## src/rtl/mips_pipe_pkg.sv

```systemverilog
`default_nettype none
// ============================================================================
//  Module      : mips_pipe_pkg
//  Description : Shared types and constants for the MIPS-style pipeline
//                slice. It provides the opaque control width, the hard-wired
//                zero register number and the forward-source record used by
//                the operand bypass logic.
//  Revision    : 1.0 - initial release
// ============================================================================
package mips_pipe_pkg;

    localparam int PIPE_DATA_WIDTH = 32;
    localparam int PIPE_ADDR_WIDTH = 5;
    localparam int CTRL_WIDTH      = 12;

    // Register 0 always reads as zero and is never a real producer target.
    localparam logic [PIPE_ADDR_WIDTH-1:0] REG_ZERO = '0;

    // One candidate producer of a source operand.
    //   wr   : producer writes a register (already qualified by its valid)
    //   dst  : register it writes
    //   data : value it will write
    //   ok   : data is final (0 while a load result is still outstanding)
    typedef struct packed {
        logic                       wr;
        logic [PIPE_ADDR_WIDTH-1:0] dst;
        logic [PIPE_DATA_WIDTH-1:0] data;
        logic                       ok;
    } fwd_src_t;

endpackage : mips_pipe_pkg
`default_nettype wire

```

## src/rtl/operand_bypass_mux.sv

```systemverilog
`default_nettype none
// ============================================================================
//  Module      : operand_bypass_mux
//  Description : Resolves one source operand. Producers are checked youngest
//                first (ID/EX, EX/MEM, MEM/WB), falling back to the register
//                file word. A matching producer whose data is not final
//                raises a hazard, but only when the operand is actually used.
//  Ports       : i_src      - source register number
//                i_use      - instruction reads this source
//                i_idex     - producer in ID/EX
//                i_exmem    - producer in EX/MEM
//                i_memwb    - producer in MEM/WB (always final)
//                i_rf_data  - register file read word
//                o_data     - resolved operand value
//                o_hazard   - operand cannot be resolved this cycle
//  Revision    : 1.0 - initial release
// ============================================================================
module operand_bypass_mux
    import mips_pipe_pkg::*;
(
    input  logic [PIPE_ADDR_WIDTH-1:0] i_src,
    input  logic                       i_use,
    input  fwd_src_t                   i_idex,
    input  fwd_src_t                   i_exmem,
    input  fwd_src_t                   i_memwb,
    input  logic [PIPE_DATA_WIDTH-1:0] i_rf_data,
    output logic [PIPE_DATA_WIDTH-1:0] o_data,
    output logic                       o_hazard
);

    logic w_pending;

    always_comb begin
        o_data    = i_rf_data;
        w_pending = 1'b0;
        if (i_src == REG_ZERO) begin
            o_data = '0;
        end else if (i_idex.wr && (i_idex.dst == i_src)) begin
            o_data    = i_idex.data;
            w_pending = ~i_idex.ok;
        end else if (i_exmem.wr && (i_exmem.dst == i_src)) begin
            o_data    = i_exmem.data;
            w_pending = ~i_exmem.ok;
        end else if (i_memwb.wr && (i_memwb.dst == i_src)) begin
            // The RF write lands on the same edge we sample, so the RF
            // word is still stale here.
            o_data = i_memwb.data;
        end
    end

    assign o_hazard = i_use & w_pending;

endmodule : operand_bypass_mux
`default_nettype wire

```

## src/rtl/id_ex_operand_stage.sv

```systemverilog
`default_nettype none
// ============================================================================
//  Module      : id_ex_operand_stage
//  Description : Decode-side operand stage. Drives the register file read
//                addresses, resolves RAW hazards by bypass from ID/EX, EX/MEM
//                and MEM/WB or by stalling, and registers operands plus
//                control into the ID/EX pipeline register with a valid/ready
//                handshake toward EX. Counts hazard-stall cycles (saturating).
//  Ports       : clk, rst                 - clock, synchronous active-high reset
//                id_*                     - instruction presented by ID
//                id_stall                 - hold IF/ID this cycle
//                rf_rr / rf_q             - register file read address / data
//                ex_data, ex_data_ok      - result of instruction in ID/EX
//                exm_*                    - EX/MEM producer
//                wb_wr, wb_rw, wb_d       - MEM/WB producer (RF write port)
//                flush                    - kill ID/EX contents
//                ex_ready / ex_valid      - handshake toward EX
//                ex_a, ex_b, ex_imm, ex_dst, ex_reg_write, ex_ctrl
//                                         - ID/EX pipeline register
//                stall_cnt                - saturating hazard-stall counter
//  Revision    : 1.0 - initial release
// ============================================================================
module id_ex_operand_stage
    import mips_pipe_pkg::*;
#(
    parameter int DATA_WIDTH = PIPE_DATA_WIDTH,
    parameter int ADDR_WIDTH = PIPE_ADDR_WIDTH,
    parameter int CTRL_WIDTH = mips_pipe_pkg::CTRL_WIDTH,
    parameter int CNT_WIDTH  = 16
) (
    input  logic                    clk,
    input  logic                    rst,
    input  logic                    id_valid,
    input  logic [ADDR_WIDTH-1:0]   id_rs,
    input  logic [ADDR_WIDTH-1:0]   id_rt,
    input  logic                    id_use_rs,
    input  logic                    id_use_rt,
    input  logic [ADDR_WIDTH-1:0]   id_dst,
    input  logic                    id_reg_write,
    input  logic [CTRL_WIDTH-1:0]   id_ctrl,
    input  logic [DATA_WIDTH-1:0]   id_imm,
    output logic                    id_stall,
    output logic [2*ADDR_WIDTH-1:0] rf_rr,
    input  logic [2*DATA_WIDTH-1:0] rf_q,
    input  logic [DATA_WIDTH-1:0]   ex_data,
    input  logic                    ex_data_ok,
    input  logic                    exm_reg_write,
    input  logic [ADDR_WIDTH-1:0]   exm_dst,
    input  logic [DATA_WIDTH-1:0]   exm_data,
    input  logic                    exm_data_ok,
    input  logic                    wb_wr,
    input  logic [ADDR_WIDTH-1:0]   wb_rw,
    input  logic [DATA_WIDTH-1:0]   wb_d,
    input  logic                    flush,
    input  logic                    ex_ready,
    output logic                    ex_valid,
    output logic [DATA_WIDTH-1:0]   ex_a,
    output logic [DATA_WIDTH-1:0]   ex_b,
    output logic [DATA_WIDTH-1:0]   ex_imm,
    output logic [ADDR_WIDTH-1:0]   ex_dst,
    output logic                    ex_reg_write,
    output logic [CTRL_WIDTH-1:0]   ex_ctrl,
    output logic [CNT_WIDTH-1:0]    stall_cnt
);

    localparam logic [CNT_WIDTH-1:0] c_cnt_max = '1;
    localparam logic [CNT_WIDTH-1:0] c_cnt_one = {{(CNT_WIDTH-1){1'b0}}, 1'b1};

    logic                  r_ex_valid;
    logic [DATA_WIDTH-1:0] r_ex_a;
    logic [DATA_WIDTH-1:0] r_ex_b;
    logic [DATA_WIDTH-1:0] r_ex_imm;
    logic [ADDR_WIDTH-1:0] r_ex_dst;
    logic                  r_ex_reg_write;
    logic [CTRL_WIDTH-1:0] r_ex_ctrl;
    logic [CNT_WIDTH-1:0]  r_stall_cnt;

    fwd_src_t              w_idex_src;
    fwd_src_t              w_exmem_src;
    fwd_src_t              w_memwb_src;
    logic [DATA_WIDTH-1:0] w_rs_val;
    logic [DATA_WIDTH-1:0] w_rt_val;
    logic                  w_haz_rs;
    logic                  w_haz_rt;
    logic                  w_hazard;
    logic                  w_hold;
    logic                  w_id_fire;

    assign rf_rr = {id_rt, id_rs};

    // A bubble in ID/EX must never forward, hence the ex_valid qualifier.
    assign w_idex_src  = '{wr: r_ex_valid & r_ex_reg_write, dst: r_ex_dst,
                           data: ex_data, ok: ex_data_ok};
    assign w_exmem_src = '{wr: exm_reg_write, dst: exm_dst,
                           data: exm_data, ok: exm_data_ok};
    assign w_memwb_src = '{wr: wb_wr, dst: wb_rw, data: wb_d, ok: 1'b1};

    operand_bypass_mux u_rs_mux (
        .i_src     (id_rs),
        .i_use     (id_use_rs),
        .i_idex    (w_idex_src),
        .i_exmem   (w_exmem_src),
        .i_memwb   (w_memwb_src),
        .i_rf_data (rf_q[DATA_WIDTH-1:0]),
        .o_data    (w_rs_val),
        .o_hazard  (w_haz_rs)
    );

    operand_bypass_mux u_rt_mux (
        .i_src     (id_rt),
        .i_use     (id_use_rt),
        .i_idex    (w_idex_src),
        .i_exmem   (w_exmem_src),
        .i_memwb   (w_memwb_src),
        .i_rf_data (rf_q[2*DATA_WIDTH-1:DATA_WIDTH]),
        .o_data    (w_rt_val),
        .o_hazard  (w_haz_rt)
    );

    assign w_hazard  = id_valid & (w_haz_rs | w_haz_rt);
    assign w_hold    = r_ex_valid & ~ex_ready;
    assign w_id_fire = id_valid & ~w_hazard & ~w_hold & ~flush;
    assign id_stall  = id_valid & ~flush & (w_hazard | w_hold);

    // ID/EX register: flush beats hold, hold beats capture. Only the valid
    // and write-enable bits are cleared on a bubble; payload is don't-care.
    always_ff @(posedge clk) begin
        if (rst) begin
            r_ex_valid     <= 1'b0;
            r_ex_a         <= '0;
            r_ex_b         <= '0;
            r_ex_imm       <= '0;
            r_ex_dst       <= '0;
            r_ex_reg_write <= 1'b0;
            r_ex_ctrl      <= '0;
        end else if (flush) begin
            r_ex_valid     <= 1'b0;
            r_ex_reg_write <= 1'b0;
        end else if (w_hold) begin
            r_ex_valid     <= r_ex_valid;
        end else if (w_id_fire) begin
            r_ex_valid     <= 1'b1;
            r_ex_a         <= w_rs_val;
            r_ex_b         <= w_rt_val;
            r_ex_imm       <= id_imm;
            r_ex_dst       <= id_dst;
            r_ex_reg_write <= id_reg_write;
            r_ex_ctrl      <= id_ctrl;
        end else begin
            r_ex_valid     <= 1'b0;
            r_ex_reg_write <= 1'b0;
        end
    end

    // Only stalls caused by an operand hazard are counted; back-pressure
    // from EX and flushed cycles are not.
    always_ff @(posedge clk) begin
        if (rst) begin
            r_stall_cnt <= '0;
        end else if (w_hazard && !w_hold && !flush && (r_stall_cnt != c_cnt_max)) begin
            r_stall_cnt <= r_stall_cnt + c_cnt_one;
        end
    end

    assign ex_valid     = r_ex_valid;
    assign ex_a         = r_ex_a;
    assign ex_b         = r_ex_b;
    assign ex_imm       = r_ex_imm;
    assign ex_dst       = r_ex_dst;
    assign ex_reg_write = r_ex_reg_write;
    assign ex_ctrl      = r_ex_ctrl;
    assign stall_cnt    = r_stall_cnt;

endmodule : id_ex_operand_stage
`default_nettype wire

```

## config.mk

```make
export PLATFORM = sky130hd
export DESIGN_NAME = id_ex_operand_stage
export DESIGN_NICKNAME = d
export VERILOG_FILES = /design/src/rtl/mips_pipe_pkg.sv /design/src/rtl/operand_bypass_mux.sv /design/src/rtl/id_ex_operand_stage.sv
export SDC_FILE = /design/constraint.sdc
export NUM_CORES = 1
export LEC_CHECK = 0
export CORE_AREA = 2 2 150 152
export CTS_BUF_LIST = sky130_fd_sc_hd__clkbuf_2 sky130_fd_sc_hd__clkbuf_4 sky130_fd_sc_hd__clkbuf_8
export DETAILED_ROUTE_END_ITERATION = 6
export DIE_AREA = 0 0 152 154
export PLACE_DENSITY = 0.7
export SLEW_MARGIN = 5
export SYNTH_ARGS = -nofsm -noshare
export SYNTH_HDL_FRONTEND = slang
export SYNTH_SLANG_ARGS = --single-unit
```

## constraint.sdc

```tcl
create_clock -name clk -period 3.4 [get_ports clk]
set_input_delay 0.68 -clock clk [delete_from_list [all_inputs] [get_ports clk]]
set_output_delay 0.68 -clock clk [all_outputs]
set_load 0.005 [all_outputs]
```

==> results.toml <==
[pwr]
seqPwrFrac_pct = 40.5
p_int_w = 0.00299
combPwrFrac_pct = 22.5
power.leakage_nw = 4.48
swShare_pct = 26.5
power_density_nw_per_um2 = 334
irDropWorstVdd_v = 0.000199
p_sw_w = 0.00108
pwr-share-clk_pct = 36.9

[grt]
grt_pass1_vias = 8445
antenna_found_initial = 3
grt_pass1_wl_um = 48100
grt_overflow = 0
grt_max_degree = 70
track_usage_pct = 26.0

[placed_design]
dp_slack_ns = -0.503
placed_area_um2 = 11700
io_buffers = 382
dp_hpwl_um = 22300
gp_congestion = 0.883

[route]
drtAntennaViolNets = 0
wirelength_um = 31900
firstDrtPassIters = 5
drtIter0Drc = 548
vias = 8542
routed_via_density = 5.43
drc_errors = 0
wl_per_cell_um = 20.3

[critical_path]
cp_slowest_cell = "or4_1"
slowest_delay_ns = 0.49
crit_end = "id_stall"
path_buf_inv = 2
reg2reg_to = "stall_cnt[3]"
cp-startpoint = "id_rt[2]"
path_max_fanout = 2
ff2ff_setup_slack_ns = 0.89
required_ns = 2.72
path_cells = "clkdlybuf4s50_1 -> xor2_1 -> or4_1 -> a221o_1 -> and2_4 -> a21oi_1 -> buf_2"
critPathCaptureType = "output port"
path_depth = 7
critPathTopFamily = "simple AND/OR/NAND/NOR gates"
crit_type = "in -> out"
r2r_start = "ex_dst[1]"
rr_worst_depth = 10
arrival_ns = 2.63
startpoint_type = "input port"

[floorplan]
initial_utilization_pct = 33.8
core_um2 = 21700
io_pins = 383
die-area_um2 = 23400
die_height_um = 154
fp-row-count = 54
die_x_um = 152

[sta]
period_minus_slack_ns = 3.31
final_max_slew_viol_count = 0
setup_viol_count_final = 0
timing.hold.ws_ns = 0.457
min_period_over_period_pct = 97.4
fmax_mhz = 302
final_hold_viol_count = 0
fin_skew_ns = 0.0198
fin_setup_tns_ns = 0
slew_headroom_pct = 49.6
rsz0062_at_grt = "false"
tightest_slew_ns = 0.756
finalWorstSetupSlack_ns = 0.0868

[layout]
nets = 1520
area_growth_pct = 65.7
final_layout_size_suffix_gt1_share_pct = 9.14
final_cell_mix = "clkdlybuf4s50_1, dfxtp_1, a21oi_1"
layout_commonest_cell = "clkdlybuf4s50_1"
final_area_um2 = 12200
fill_cells = 1996

[logic_synthesis]
synth_edf_count = 0
synth-seq-area-share_pct = 35.8
synthCells = 915
synth_top_area_cell = "dfxtp_1"
async_reset_ff_share_pct = 0
synthDistinctLibCells = 40
synth_area_leaders = "dfxtp_1, a221o_1, a21oi_1"
ys.flop_type = "dfxtp_1"
synth_top_area_share_pct = 35.8
syn_nets = 1157
ys_ff_latch = 131
syn_area_per_cell_um2 = 8.02
yosysWarnings = 0
syn_area_um2 = 7330

[clock_tree]
cts_tree = "yes"
clockBufferDepth = 2
insertion_delay_ns = 0.45
cts_hold_buf = 0
root_buffer = "clkbuf_8"
cts-buffers-inserted = 17
clock_sinks = 131
htreeDepth = 4
clk_pin_slew_worst_paths_ns = 0.08

[outcome]
status = "finished clean"

[job]
drv_cap = 0

[worst_hold_path]
min_path_type = "reg -> reg"
==> power by group through the flow <==
stage | clock network (W) | registers (W) | logic [W]
final | 0.00150 | 0.00165 | 0.000916
after global routing | 0.00160 | 0.00165 | 0.000982
after floorplan | 0 | 0.00168 | 0.000319
after CTS | 0.00154 | 0.00165 | 0.000916
after global placement | 0 | 0.00168 | 0.000911
after detailed placement | 0 | 0.00168 | 0.000913
==> sequential cells by signal, indices dropped and copies added, names as in the netlist <==
register	count
ex_reg_write	1
ex_valid	1
ex_ctrl	12
ex_a	32
ex_b	32
ex_imm	32
stall_cnt	16
ex_dst	5
==> synth_stat cells, types with 2 or more instances <==
library cell and instances:
nand3b_1 64, or4_1 4, xnor2_1 20, nor2_1 20
nand2_1 105, o21ai_1 3, buf_2 7, mux2_2 8
a31o_2 4, clkbuf_1 81, nor2b_1 42, a21oi_1 119
o21ai_0 62, or3_1 2, and3_1 9, nand3_1 10
and2_1 36, buf_4 11, a22oi_1 64, dfxtp_1 131
xor2_1 11, nand4_1 6, nand2b_1 7, a221o_1 65
nor3_1 9
==> cells by family (layout without fill, tap and decap cells) <==
logic type                 after synthesis  in the layout  share of synthesized area (%)
xor gates and xnor gates                31             31                           3.70
buffers and inverters                  100            476                           5.80
adders and majority gates                1              1                          0.171
other                                    0              3                              0
muxes                                    9              9                           1.36
AOI/OAI and AO/OA                      325            325                           29.4
and+or+nand+nor                        318            318                           23.8
DFF                                    131            131                           35.8
==> worst register-to-register path, cell delays in order, from the launching register on <==
cell,delay [ns]
dfxtp_1,0.45
xor2_1,0.23
nor3_2,0.09
nor3b_1,0.14
a221o_1,0.39
buf_4,0.14
buf_4,0.14
a21oi_2,0.20
buf_4,0.23
nand4_1,0.12
mux2_2,0.28
==> repair_timing <==
item | in CTS | in global routing
buffers inserted | 2 | 0
resized for setup | 10 | 1
endpoints found under the setup margin | 1 | 1
hold endpoints to repair | 0 | 0
pin swaps | 3 | 0
==> through the flow <==
step	total power [W]	instances	util [%]
2_1_floorplan	0.00200	915	-
3_3_place_gp	0.00259	1537	53.9
3_5_place_dp	0.00259	1537	53.9
4_1_cts	0.00410	1571	56.0
5_1_grt	0.00424	1573	56.0
6_report	0.00406	1574	56.0
==> final cells by class <==
type                            count  area (µm²)  share of cell area, %
Antenna cell                        3        7.51                 0.0618
Clock buffer                       18         241                   1.99
Clock inverter                     14         203                   1.67
Inverter                            1        3.75                 0.0309
Multi-Input combinational cell    684        4330                   35.7
Sequential cell                   131        2620                   21.6
Tap cell                          280         350                   2.88
Timing Repair Buffer              443        4390                   36.1
==> per-layer routing <==
layer	track usage, %	vias to the layer above	routed length [µm]
li1	-	4077	-
met1	30.9	3996	13000
met2	45.0	415	15600
met3	7.27	54	2580
met4	9.43	0	748
met5	0	-	0
==> worst min path at each step <==
| stage | startpoint | end | slack (ns) | depth (start not counted) |
|---|---|---|---|---|
| 6_report | ex_imm[16] | ex_imm[16] | 0.46 | 2 |
| 5_1_grt | ex_ctrl[1] | ex_ctrl[1] | 0.47 | 2 |
| 4_1_cts | ex_imm[16] | ex_imm[16] | 0.46 | 2 |
| 3_5_place_dp | ex_imm[16] | ex_imm[16] | 0.45 | 2 |
| 3_3_place_gp | ex_imm[9] | ex_imm[9] | 0.44 | 2 |
| 2_1_floorplan | ex_ctrl[0] | ex_ctrl[0] | 0.45 | 2 |
Note: power is estimated with default switching activity, not from simulation.
